--- src/rtl/port_activity_pkg.sv ---
// Shared types and helpers for the port activity monitor.
package port_activity_pkg;

    // Measurement phases: waiting for start, sampling the bus, holding a report.
    typedef enum logic [1:0] {
        IDLE   = 2'd0,
        SAMPLE = 2'd1,
        REPORT = 2'd2
    } pam_state_t;

    // Window counter width: clog2 of the window, but never narrower than one bit.
    function automatic int unsigned calc_cnt_w(input int unsigned window);
        if (window <= 1) begin
            return 1;
        end
        return $clog2(window);
    endfunction

endpackage

--- src/rtl/activity_toggle_acc.sv ---
// Per-bus toggle accumulator: remembers the previous sample and ORs in
// every bit that differs from it while enabled.
module activity_toggle_acc #(
    parameter int WIDTH = 2
) (
    input  logic             clk,
    input  logic             rst_n,
    input  logic             clear,
    input  logic             enable,
    input  logic [WIDTH-1:0] data,
    output logic [WIDTH-1:0] acc_next
);

    logic [WIDTH-1:0] prev;
    logic [WIDTH-1:0] acc;

    // acc_next already includes the current cycle's comparison so the
    // caller can capture the final window result on the same edge.
    assign acc_next = acc | (data ^ prev);

    // Clear seeds prev with the current bus value; enable folds in changes.
    always_ff @(posedge clk or negedge rst_n) begin
        if (!rst_n) begin
            prev <= '0;
            acc  <= '0;
        end else if (clear) begin
            prev <= data;
            acc  <= '0;
        end else if (enable) begin
            prev <= data;
            acc  <= acc_next;
        end
    end

endmodule

--- src/rtl/port_activity_monitor.sv ---
// Watches a bus of nominally quiet bits over a fixed window and reports
// which bits toggled and which stayed stuck (with their stuck value).
module port_activity_monitor
    import port_activity_pkg::*;
#(
    parameter int WIDTH  = 2,
    parameter int WINDOW = 256
) (
    input  logic             CLK,
    input  logic             ASYNCRESETN,
    input  logic             start,
    input  logic [WIDTH-1:0] I,
    output logic             busy,
    output logic             report_valid,
    input  logic             report_ready,
    output logic [WIDTH-1:0] toggled,
    output logic [WIDTH-1:0] stuck,
    output logic [WIDTH-1:0] stuck_val
);

    localparam int CNT_W = calc_cnt_w(WINDOW);

    pam_state_t       state;
    pam_state_t       state_next;
    logic [CNT_W-1:0] cnt;
    logic             acc_clear;
    logic             acc_en;
    logic             last_sample;
    logic [WIDTH-1:0] acc_next;

    assign last_sample = (state == SAMPLE) && (cnt == '0);

    activity_toggle_acc #(
        .WIDTH (WIDTH)
    ) u_acc (
        .clk      (CLK),
        .rst_n    (ASYNCRESETN),
        .clear    (acc_clear),
        .enable   (acc_en),
        .data     (I),
        .acc_next (acc_next)
    );

    // State register.
    always_ff @(posedge CLK or negedge ASYNCRESETN) begin
        if (!ASYNCRESETN) begin
            state <= IDLE;
        end else begin
            state <= state_next;
        end
    end

    // Next-state logic; start is only looked at in IDLE, so nothing queues.
    always_comb begin
        state_next = state;
        acc_clear  = 1'b0;
        acc_en     = 1'b0;
        case (state)
            IDLE: begin
                if (start) begin
                    acc_clear  = 1'b1;
                    state_next = SAMPLE;
                end
            end
            SAMPLE: begin
                acc_en = 1'b1;
                if (cnt == '0) begin
                    state_next = REPORT;
                end
            end
            REPORT: begin
                if (report_ready) begin
                    state_next = IDLE;
                end
            end
            default: begin
                state_next = IDLE;
            end
        endcase
    end

    // Window counter: loaded on start, counts down to zero and stops there.
    always_ff @(posedge CLK or negedge ASYNCRESETN) begin
        if (!ASYNCRESETN) begin
            cnt <= '0;
        end else if (acc_clear) begin
            cnt <= CNT_W'(WINDOW - 1);
        end else if ((state == SAMPLE) && (cnt != '0)) begin
            cnt <= cnt - CNT_W'(1);
        end
    end

    // Report registers: written only on the final comparison, held otherwise.
    always_ff @(posedge CLK or negedge ASYNCRESETN) begin
        if (!ASYNCRESETN) begin
            toggled   <= '0;
            stuck     <= '1;
            stuck_val <= '0;
        end else if (last_sample) begin
            toggled   <= acc_next;
            stuck     <= ~acc_next;
            stuck_val <= I;
        end
    end

    // Status flags registered from the next state so they are glitch-free.
    always_ff @(posedge CLK or negedge ASYNCRESETN) begin
        if (!ASYNCRESETN) begin
            busy         <= 1'b0;
            report_valid <= 1'b0;
        end else begin
            busy         <= (state_next != IDLE);
            report_valid <= (state_next == REPORT);
        end
    end

endmodule

--- config.mk ---
export PLATFORM = sky130hd
export DESIGN_NAME = port_activity_monitor
export DESIGN_NICKNAME = d
export VERILOG_FILES = /design/src/rtl/port_activity_pkg.sv /design/src/rtl/activity_toggle_acc.sv /design/src/rtl/port_activity_monitor.sv
export SDC_FILE = /design/constraint.sdc
export NUM_CORES = 1
export LEC_CHECK = 0
export BUFFER_PORTS_ARGS = -buffer_cell sky130_fd_sc_hd__buf_2
export CAP_MARGIN = 20
export CELL_PAD_IN_SITES_DETAIL_PLACEMENT = 0
export CELL_PAD_IN_SITES_GLOBAL_PLACEMENT = 1
export CORE_ASPECT_RATIO = 1.5
export CORE_MARGIN = 2
export CORE_UTILIZATION = 33
export DETAILED_ROUTE_END_ITERATION = 10
export GPL_TIMING_DRIVEN = 0
export PLACE_DENSITY = 0.66
export SLEW_MARGIN = 20
export SYNTH_ARGS = -nofsm -noshare
export SYNTH_HDL_FRONTEND = slang
export SYNTH_HIERARCHICAL = 1
export SYNTH_SLANG_ARGS = --single-unit
--- constraint.sdc ---
create_clock -name CLK -period 2.05 [get_ports CLK]
set_input_delay 0.205 -clock CLK [delete_from_list [all_inputs] [get_ports CLK]]
set_output_delay 0.205 -clock CLK [all_outputs]
set_load 0.005 [all_outputs]
==> impl_metrics.ini <==
[place]
gp_congestion = 0.725
port_buffers = 13
dp_cells = 146
dp_hpwl_um = 1420
dp_slack_ns = 0.279

[synthesis]
syn_avg_cell_area_um2 = 10.7
netlist_area_um2 = 1010
synth_top_area_cell = dfrtp_1
synthesis.nets = 101
synth_top_area_share_pct = 49.7
synthArstFlopShare_pct = 100
synthTopCellsByArea = dfrtp_1 (50%), nand2_1 (5.6%), dfstp_2 (5.2%)
ys_ff_latch = 22
ys.flop_type = dfrtp_1
synth_edf_count = 0
synth_cells = 94
synth_cell_types = 32
synth.top_cells.by_count = dfrtp_1 (20), nand2_1 (15), inv_1 (6)
synth_most_common_cell = dfrtp_1
ys_seq_area_share_pct = 54.9
yosysWarnings = 6

[pwr]
power.density_nw_per_um2 = 1040
swShare_pct = 28.9
pwr-share-comb_pct = 19.5
p_sw_w = 0.000361
irDropWorstVdd_mv = 0.542
p_leak_nw = 0.525
intPower_w = 0.000887
seqPwrFrac_pct = 48.3
clkPwrFrac_pct = 32.2

[timing]
worst_hold_slack_ns = 0.192
tightest_slew_ns = 0.597
fin_skew_ns = 0.00336
fin_crit_sh_pct = 86.5
fmax_mhz = 564
timing.setup.tns_ns = 0
fin_ws_ns = 0.277
maxSlewHeadroom_pct = 59.7
hold_viol_final = 0
maxSlewViolCount = 0
setup_viol = 0
layout_min_cycle_time_ns = 1.77
rsz0062_at_grt = false

[die]
die_x_um = 49.1
start_util_pct = 34.6
die_height_um = 71.7
core.rowCount = 24
die-area_um2 = 3520
core_um2 = 2910
io_pins = 14

[critical_path]
start_kind = flip-flop
cpMaxStageDelayCell = nor4bb_1
path_class = reg -> reg
crit_chain = inv_1 > ha_1 > nor4bb_1 > o211a_1 > nor3_1 > a21oi_1
endpoint_kind = flip-flop
cpPeakStageDelay_ns = 0.58
worstPathRequired_ns = 2.24
crit_buf_inv = 1
arrival_ns = 1.96
path_delay_family = simple AND/OR/NAND/NOR gates
crit_fanout = 5
r2r_slack_ns = 0.28

[run_status]
outcome = finished clean

[clock_network]
clkSinkCount = 22
htree_levels = 1
cts.path.max_buffers = 2
cts_root_buffer = clkbuf_8
post-cts-setup-buffer-count = 0
cts-buffers-inserted = 3
path_clk_slew_ns = 0.08
cts_tree = done
clock_latency_ns = 0.26

[global_routing]
first_global_vias = 734
grt_max_degree = 23
grt_use_total_pct = 12.5
antenna_found_initial = 0
grt_overflow_total = 0
grt_pass1_wl_um = 3330

[final_layout]
final_util_pct = 41.3
insertedDiodeCount = 0
seqCellArea_um2 = 553
nFillCells = 303
syn_to_final_growth_pct = 19.4
multi_input_area_um2 = 428
drive_gt1_share_pct = 26.8
stdcell_count = 151
finish.net_count = 120

[drt]
postRouteAntennaNets = 0
drt_drc_violations_left = 0
wire_per_inst_um = 12.9
first_iter_violations = 8
finalWirelength_um = 1950
via_per_inst = 4.77
vias = 721
dr.pass1.iters = 4

[worst_hold_path]
hold_class = in -> reg

[flow_run]
drv_cap = 0
layer usage:
layer  up-vias  share of wire, %  track usage [%]
met5         -                 0                0
met4         0               1.8             7.62
met3         4               2.8             1.88
met2        14                53             21.8
met1       340                43             14.4
li1        363                 -                -
cell type report:
| type | instances | share of cell area (%) |
|---|---|---|
| buffer | 1 | 0.312 |
| clock buffer | 3 | 3.43 |
| clock inverter | 1 | 2.50 |
| inverter | 6 | 1.87 |
| multi-input combinational | 65 | 35.6 |
| sequential | 22 | 46.0 |
| tap | 39 | 4.06 |
| timing repair buffer | 14 | 6.24 |
final timing paths:
path                                 end  depth (start not counted)        start
min in group asynchronous         cnt[1]                          2  ASYNCRESETN
max                               cnt[4]                          6       cnt[0]
min reg2reg                     stuck[1]                          2     stuck[1]
min                        u_acc/prev[1]                          2         I[1]
max reg2reg                       cnt[4]                          6       cnt[0]
max in group asynchronous       stuck[1]                          2  ASYNCRESETN
per-stage QoR:
step	power (W)	instance area (µm²)
after CTS	0.00127	1200
after floorplan	0.000776	1010
after detailed placement	0.000857	1120
after global placement	0.000841	1120
after global routing	0.00133	1200
final	0.00125	1200
kinds of logic after synthesis:
logic type / count (synthesis) / share of synthesized area [%]
muxes: 7 / 7.70
AOI/OAI and AO/OA: 14 / 8.94
xor gates and xnor gates: 3 / 2.61
and+or+nand+nor: 40 / 22.0
adders and majority gates: 1 / 1.24
buffers and inverters: 7 / 2.61
DFF: 22 / 54.9
registers in the layout, summed over array words and instances, names as in the netlist:
| name | count |
|---|---|
| state | 2 |
| u_acc/prev | 2 |
| cnt | 8 |
| toggled | 2 |
| u_acc/acc | 2 |
| busy | 1 |
| stuck_val | 2 |
| stuck | 2 |
| report_valid | 1 |
repair_timing:
item                                   in CTS  in global routing
setup endpoints to repair                   0                  0
resized for setup                           0                  0
endpoints found under the hold margin      20                  0
hold buffers                                1                  0
cells in the final DEF (no fill, tap or decap), types with 3 or more instances in the layout:
cell type	count
mux2_2	4
nor2_1	5
dfrtp_1	20
nand3_1	3
o21ai_0	4
inv_1	6
clkbuf_8	3
nand2_1	15
buf_2	13
nor3_1	4
a21oi_1	3
power by group through the flow:
stage               clock [W]  combinational [W]  sequential [W]
floorplan                   0           0.000189        0.000587
global placement            0           0.000234        0.000607
CTS                  0.000416           0.000248        0.000603
finish               0.000402           0.000243        0.000603
detailed placement          0           0.000245        0.000611
global route         0.000436           0.000281        0.000617
worst reg2reg max path: cells and delay by family, from the launching register on:
family | cells | cell delay, ns
buffers and inverters | 1 | 0.09
AND/OR/NAND/NOR | 2 | 0.63
adder cells (fa/ha/maj) | 1 | 0.22
AO/OA/AOI/OAI | 2 | 0.38
flip-flops | 1 | 0.40
Note: power is estimated with default switching activity, not from simulation.
